==> config.mk <==
export PLATFORM = sky130hd
export DESIGN_NAME = bcd_converter_seq
export DESIGN_NICKNAME = d
export VERILOG_FILES = /design/src/rtl/bcd_pkg.sv /design/src/rtl/bcd_digit_adj.sv /design/src/rtl/bcd_converter_seq.sv
export SDC_FILE = /design/constraint.sdc
export NUM_CORES = 1
export LEC_CHECK = 0
export CAP_MARGIN = 25
export CELL_PAD_IN_SITES_DETAIL_PLACEMENT = 1
export CELL_PAD_IN_SITES_GLOBAL_PLACEMENT = 2
export CORE_UTILIZATION = 35
export CTS_CLUSTER_DIAMETER = 40
export DETAILED_ROUTE_END_ITERATION = 12
export GPL_TIMING_DRIVEN = 0
export MAX_ROUTING_LAYER = met4
export PLACE_DENSITY = 0.76
export SLEW_MARGIN = 10
export SYNTH_ARGS = -nofsm -noshare
export SYNTH_HDL_FRONTEND = slang
export SYNTH_SLANG_ARGS = --single-unit
==> constraint.sdc <==
create_clock -name clk -period 1.8 [get_ports clk]
set_input_delay 0.18 -clock clk [delete_from_list [all_inputs] [get_ports clk]]
set_output_delay 0.18 -clock clk [all_outputs]
set_load 0.05 [all_outputs]
==> src/rtl/bcd_pkg.sv <==
// Shared definitions for the sequential double-dabble binary-to-BCD converter.
package bcd_pkg;

    typedef enum logic [1:0] {
        ST_IDLE  = 2'd0,
        ST_SHIFT = 2'd1,
        ST_DONE  = 2'd2
    } state_t;

    localparam int DIGIT_W     = 4;
    localparam int ADD3_THRESH = 5;
    localparam int ADD3_VALUE  = 3;

endpackage

==> src/rtl/bcd_digit_adj.sv <==
// Double-dabble digit correction: add 3 to a BCD digit that is 5 or more.
module bcd_digit_adj
    import bcd_pkg::*;
(
    input  logic [DIGIT_W-1:0] digit_in,
    output logic [DIGIT_W-1:0] digit_out
);

    always_comb begin
        digit_out = digit_in;
        if (digit_in >= DIGIT_W'(ADD3_THRESH)) begin
            digit_out = digit_in + DIGIT_W'(ADD3_VALUE);
        end
    end

endmodule

==> src/rtl/bcd_converter_seq.sv <==
// Sequential binary-to-BCD converter: one double-dabble iteration per clock,
// saturating to all nines when the value does not fit in DIGITS digits.
module bcd_converter_seq
    import bcd_pkg::*;
#(
    parameter int WIDTH  = 16,
    parameter int DIGITS = 5
) (
    input  logic                       clk,
    input  logic                       rst_n,
    input  logic                       start,
    input  logic [WIDTH-1:0]           binary,
    output logic                       busy,
    output logic                       done,
    output logic [DIGIT_W*DIGITS-1:0]  bcd_out,
    output logic                       overflow
);

    localparam int CW = $clog2(WIDTH);
    localparam int BW = DIGIT_W * DIGITS;
    localparam logic [BW-1:0] NINES = {DIGITS{4'h9}};

    state_t          state, state_next;
    logic [CW-1:0]   count;
    logic [WIDTH-1:0] shreg;
    logic [BW-1:0]   acc, adj, acc_next;
    logic            ovf_track, ovf_next;

    for (genvar i = 0; i < DIGITS; i++) begin : g_adj
        bcd_digit_adj u_adj (
            .digit_in  (acc[i*DIGIT_W +: DIGIT_W]),
            .digit_out (adj[i*DIGIT_W +: DIGIT_W])
        );
    end

    // Bit leaving the top digit means the value no longer fits.
    always_comb begin
        acc_next = {adj[BW-2:0], shreg[WIDTH-1]};
        ovf_next = ovf_track | adj[BW-1];
    end

    always_ff @(posedge clk or negedge rst_n) begin
        if (!rst_n) begin
            state <= ST_IDLE;
        end else begin
            state <= state_next;
        end
    end

    always_comb begin
        state_next = state;
        busy       = 1'b0;
        done       = 1'b0;
        case (state)
            ST_IDLE: begin
                if (start) state_next = ST_SHIFT;
            end
            ST_SHIFT: begin
                busy = 1'b1;
                if (count == '0) state_next = ST_DONE;
            end
            ST_DONE: begin
                busy       = 1'b1;
                done       = 1'b1;
                state_next = ST_IDLE;
            end
            default: state_next = ST_IDLE;
        endcase
    end

    // The final iteration and the result load share the same edge.
    always_ff @(posedge clk or negedge rst_n) begin
        if (!rst_n) begin
            count     <= '0;
            shreg     <= '0;
            acc       <= '0;
            ovf_track <= 1'b0;
            bcd_out   <= '0;
            overflow  <= 1'b0;
        end else begin
            case (state)
                ST_IDLE: begin
                    if (start) begin
                        shreg     <= binary;
                        acc       <= '0;
                        ovf_track <= 1'b0;
                        count     <= CW'(WIDTH - 1);
                    end
                end
                ST_SHIFT: begin
                    shreg     <= {shreg[WIDTH-2:0], 1'b0};
                    acc       <= acc_next;
                    ovf_track <= ovf_next;
                    if (count == '0) begin
                        bcd_out  <= ovf_next ? NINES : acc_next;
                        overflow <= ovf_next;
                    end else begin
                        count <= count - CW'(1);
                    end
                end
                default: ;
            endcase
        end
    end

endmodule

# [Word-level counts from Yosys, hierarchy flattened]
# Cells that the tools add are included.
[word_totals] reg_bits=64 input_bits=19 out_inout_bits=23
[classes] addsub=6 order_cmp=5 eq_ne=5 muxes=20 bitwise=1 n_reduce_logical=8
[op_table] operator="$mux 20" n=2
[op_table] operator="$pmux 20 s2" n=1
[op_table] operator="$pmux 16 s2" n=1
[op_table] operator="$mux 4" n=7
[op_table] operator="$add 4x2->4 const B" n=5
[op_table] operator="$ge 4x3->1 const B" n=5
[op_table] operator="$mux 16" n=1
[op_table] operator="$pmux 4 s2" n=1
[op_table] operator="$ne 2x2->1 const B" n=3
[op_table] operator="$reduce_and 2->1" n=3
[op_table] operator="$logic_not 4->1" n=1
[op_table] operator="$mux 2" n=2
[op_table] operator="$pmux 2 s2" n=1
[op_table] operator="$sub 4x1->4 const B" n=1
[op_table] operator="$mux 1" n=3
[op_table] operator="$reduce_and 3->1" n=1
[op_table] operator="$eq 2x1->1 const B" n=1
[op_table] operator="$eq 2x2->1 const B" n=1
[op_table] operator="$logic_not 2->1" n=1
[op_table] operator="$pmux 1 s2" n=1
[op_table] operator="$reduce_bool 2->1" n=1
[op_table] operator="$reduce_or 2->1" n=1
[op_table] operator="$or 1x1->1" n=1

# [Logic depth before layout (Yosys ltp)]
[depth] depth_word=4 depth_mapped=7 depth_no_buf=6

# [Cells and area by module]
# From an unflattened synthesis, not the netlist that was laid out.
[hier_totals] cells_unflattened=290 area_unflattened_um2=3124.2
[by_module_without_submodules] mod="bcd_converter_seq" n_inst=1 cells_per_inst=210 area_each_um2=2617.5
[by_module_without_submodules] mod="bcd_digit_adj" n_inst=5 cells_per_inst=16 area_each_um2=101.3

# [Least setup slack after synthesis]
# Ideal clock, no wire load.
[synth_path] path_kind="register to register" start="register acc[8]" end="register bcd_out[10]" setup_ns=0.095 arrival_ns=1.493 t_required_ns=1.705 setup_slack_ns=0.212 path_stages_with_launch=7 path_buffers=0 period_less_slack_ns=1.588 cell_sequence="dfrtp_1 -> inv_1 -> ha_1 -> nand2b_1 -> a21oi_1 -> mux2_2 -> o31ai_1"
[synth_via] elab_chain_len=3 word_cells_on_any_way=4 cone_classes="1 x add/sub; 1 x order compare; 2 x mux"
[synth_lines] element="start, declared" line="bcd_converter_seq.sv:26" source="logic [BW-1:0] acc, adj, acc_next;"
[synth_lines] element="start signal, assigned" line="bcd_converter_seq.sv:92" source="acc <= acc_next;"
[synth_lines] element="$add 4x2->4 or $ge 4x3->1 (tied branches)" line="bcd_digit_adj.sv:12, bcd_digit_adj.sv:11"
[synth_lines] element="$mux 4 *" line="bcd_digit_adj.sv:11" source="if (digit_in >= DIGIT_W'(ADD3_THRESH)) begin"
[synth_lines] element="$mux 20 *" line="bcd_converter_seq.sv:95" source="bcd_out <= ovf_next ? NINES : acc_next;"
[synth_lines] element="end signal, assigned" line="bcd_converter_seq.sv:95"
[synth_lines] element="end, declared" line="bcd_converter_seq.sv:15" source="output logic [DIGIT_W*DIGITS-1:0] bcd_out,"
# Every way passes the cells marked *; elsewhere a longest branch is shown, timed or not.
# A chain may end at the register's enable or synchronous reset.

# [Worst setup path after layout]
[layout_path] start="register count[0]" end="register count[3]"
[layout_via] elab_chain_len=3 word_cells_on_any_way=6 cone_classes="1 x add/sub; 1 x eq/ne; 2 x mux; 2 x reduce/logical"
[layout_lines] element="start, declared" line="bcd_converter_seq.sv:24" source="logic [CW-1:0] count;"
[layout_lines] element="start signal, assigned" line="bcd_converter_seq.sv:87" source="count <= CW'(WIDTH - 1);"
[layout_lines] element="start signal, assigned" line="bcd_converter_seq.sv:98" source="count <= count - CW'(1);"
[layout_lines] element="$sub 4x1->4 or $logic_not 4->1 (tied branches)" line="bcd_converter_seq.sv:98, bcd_converter_seq.sv:94"
[layout_lines] element="$mux 4 or $ne 2x2->1 (tied branches)"
[layout_lines] element="$pmux 4 s2 or $reduce_and 3->1 (tied branches)"
# Several ways; a longest one is shown, not always the timed one. The select of a mux whose other input is x is not followed.

==> flow_metrics.tcl <==
set metrics [dict create \
    synthTopCellsByArea "dfrtp_1, ha_1, a21oi_1, mux2i_1, nor2_1" \
    cp.arrival_ns 1.96 \
    final_cells 480 \
    drt_wl_total_mm 8.00 \
    synth_top_area_cell "dfrtp_1" \
    critPathKind "reg -> reg" \
    cts_tree "yes" \
    insertion_delay_ns 0.34 \
    reg2reg_to "count[3]" \
    first_iter_violations 67 \
    cts_inserted_buffers 9 \
    drc 0 \
    required_ns 2.03 \
    period_share_pct 96.2 \
    crit_chain "inv_1 -> ha_1 -> and4bb_2 -> nor4_1 -> nand4_1 -> o221a_2" \
    io_buffers 41 \
    synth_edf_count 0 \
    synthCells 312 \
    clk_pin_slew_worst_paths_ns 0.07 \
    p_comb_share_pct 51.6 \
    detailed_place_hpwl_mm 5.63 \
    sw_frac_of_total_pct 44.3 \
    hold_viol 0 \
    powerDensity_nw_per_um2 1840 \
    max_freq_mhz 577 \
    antenna_cells 0 \
    max_cap_viol_count 0 \
    synthFlopType "dfrtp_1" \
    vdd_drop_max_mv 0.689 \
    routed-via-count 2510 \
    cp-endpoint "count[3]" \
    crit_fanout 5 \
    grt_pass1_vias 2641 \
    cts_root_buf "clkbuf_8" \
    dieArea_um2 9430 \
    gr-total-overflow 0 \
    hold_path_class "in -> async" \
    core_area_um2 8720 \
    power_leakage_nw 1.74 \
    r2r.worst_path.cells 6 \
    final.setup.tns_ns 0 \
    slew_violations 0 \
    pwr-share-seq_pct 32.3 \
    slowest_stage "dfrtp_1" \
    p_sw_mw 3.31 \
    hold-worst-slack_ns 0.225 \
    initial_core_util_pct 36.3 \
    mappedNetlistArea_um2 3170 \
    p_clk_share_pct 16.1 \
    slowest_delay_ns 0.41 \
    r2r-start "count[0]" \
    row_count 34 \
    ant_nets 0 \
    period_minus_slack_ns 1.73 \
    clkSinkCount 64 \
    worstMarginPinSlew_ns 0.508 \
    critPathCaptureType "register" \
    h-tree-depth 3 \
    avgViaCountPerCell 5.23 \
    critPathTopFamily "simple AND/OR/NAND/NOR gates" \
    cp_num_buf_inv 1 \
    gp_congestion 0.760 \
    grt_pass1_wl_mm 13.6 \
    relSlewSlack_pct 66.0 \
    fill_cells 964 \
    ff2ff_setup_slack_ns 0.07 \
    synth_nets 346 \
    p_int_mw 4.15 \
    ys_async_sr_fraction_pct 100 \
    grtUsageTotal_pct 19.0 \
    die_h_um 97.1 \
    num-nets-final 402 \
    setup_viol 0 \
    cp.depth 6 \
    synth_cell_type_count 38 \
    multiInputGateArea_um2 1480 \
    crit_start "count[0]" \
    die_w_um 97.1 \
    drive_gt1_share_pct 17.5 \
    place_inst 462 \
    routedWlPerCell_um 16.7 \
    drt_first_pass_iters 4 \
    antenna_found_initial 0 \
    clock_path_buffers 2 \
    ios 42 \
    status "complete, no violations" \
    regArea_um2 1600 \
    skew_ns 0.00761 \
    fin_util_pct 46.4 \
    startpoint_type "register" \
    syn_area_per_cell_um2 10.1 \
    areaGrowthSynthToFinish_pct 27.7 \
    yosysSeqAreaShare_pct 50.6 \
    synth_top_area_share_pct 50.6 \
    grt_max_degree 54 \
    ys_warn_count 0 \
    ys_ff_latch 64 \
]
[what timing repair did]
| action | in CTS | in global routing |
|---|---|---|
| hold endpoints to repair | 64 | 0 |
| setup buffers | 0 | 2 |
| resized for setup | 9 | 30 |
| hold buffers | 1 | 0 |
| pin swaps | 0 | 3 |
| cloned | 0 | 0 |
| setup endpoints to repair | 44 | 60 |
[power groups by stage]
stage | registers [mW] | logic [mW] | clock network (mW)
2_1_floorplan | 2.85 | 2.11 | 0
3_5_place_dp | 2.42 | 3.68 | 0
4_1_cts | 2.40 | 3.72 | 1.23
3_3_place_gp | 2.39 | 3.60 | 0
5_1_grt | 2.49 | 4.25 | 1.30
6_report | 2.41 | 3.85 | 1.20
[final cells by class]
class	instances	area share [%]
Buffer	17	3.03
Multi-Input combinational cell	216	36.6
Inverter	15	1.39
Clock inverter	2	0.310
Tap cell	108	3.34
Clock buffer	13	4.43
Timing Repair Buffer	45	11.2
Sequential cell	64	39.6
[per-layer routing]
metal	GRT usage (%)	vias to the layer above	wire length, µm
met5	-	-	0
met1	24.4	1242	3820
met3	2.95	10	239
met2	30.3	46	3810
li1	-	1212	-
met4	7.23	0	128
[synthesized netlist by cell type, types with 3 or more instances]
| cell type | count |
|---|---|
| o21ai_0 | 19 |
| nand2_1 | 25 |
| mux2i_1 | 15 |
| ha_1 | 15 |
| nand2b_1 | 7 |
| nand3_1 | 3 |
| inv_1 | 15 |
| a31oi_1 | 9 |
| nor2_1 | 30 |
| xnor2_1 | 5 |
| dfrtp_1 | 64 |
| mux2_2 | 6 |
| a21oi_1 | 35 |
| o31ai_2 | 3 |
| clkbuf_1 | 4 |
| nor3b_1 | 9 |
| o22ai_1 | 10 |
| o31ai_1 | 7 |
| buf_2 | 12 |
[worst min-delay path by stage]
stage / start / endpoint
2_1_floorplan: rst_n / acc[0]
3_3_place_gp: bcd_out[17] / bcd_out[17]
3_5_place_dp: rst_n / acc[13]
4_1_cts: rst_n / acc[13]
5_1_grt: rst_n / acc[13]
6_report: rst_n / acc[13]
[worst register-to-register path, stage by stage (launching register included)]
cell and delay [ns]:
dfrtp_1 0.41, inv_1 0.09, ha_1 0.26, and4bb_2 0.27, nor4_1 0.33, nand4_1 0.14
o221a_2 0.14
[metrics by stage]
stage / instance area [µm²] / setup WS [ns] / power [mW]
floorplan: 3170 / 0.212 / 4.96
global placement: 3710 / -1.83 / 5.99
detailed placement: 3740 / -0.188 / 6.10
CTS: 3950 / 0.00427 / 7.35
global route: 4040 / -0.00957 / 8.04
finish: 4040 / 0.0682 / 7.46
[placed cells by master (no fill, tap or decap), drive strengths merged]
master / netlist / layout
o221a: 1 / 1
and2: 1 / 1
nand3b: 1 / 1
clkdlybuf4s50: 0 / 38
clkbuf: 4 / 26
nand2: 25 / 25
mux2i: 15 / 15
nor3b: 10 / 10
o31ai: 10 / 10
nand4: 1 / 1
o2111a: 1 / 1
nand4bb: 1 / 1
o22ai: 10 / 10
and3: 1 / 1
clkinv: 0 / 1
dlygate4sd2: 0 / 1
nor2: 30 / 30
o21ai: 21 / 21
clkinvlp: 0 / 1
buf: 13 / 9
a21oi: 35 / 35
mux2: 6 / 6
nor2b: 1 / 1
nor4: 1 / 1
ha: 15 / 15
a31oi: 9 / 9
dlygate4sd3: 0 / 1
and4bb: 1 / 1
a211o: 1 / 1
o41ai: 1 / 1
inv: 15 / 15
o31a: 1 / 1
a211oi: 1 / 1
nand2b: 7 / 7
a22oi: 1 / 1
dfrtp: 64 / 64
nand3: 3 / 3
xnor2: 5 / 5
[logic make-up (layout without fill, tap and decap cells)]
kind of cell | Yosys count | after routing | share of synthesized area, %
compound gates | 92 | 92 | 17.8
xor+xnor | 5 | 5 | 1.38
fa+ha+maj | 15 | 15 | 5.93
buf+inv | 32 | 92 | 4.51
flops | 64 | 64 | 50.6
mux | 21 | 21 | 6.88
simple gates | 83 | 83 | 12.9
[state kept, by name, summed over array words and instances, names as in the netlist]
name,cells
ovf_track,1
shreg,16
overflow,1
state,2
bcd_out,20
acc,20
count,4
Note: power is estimated with default switching activity, not from simulation.
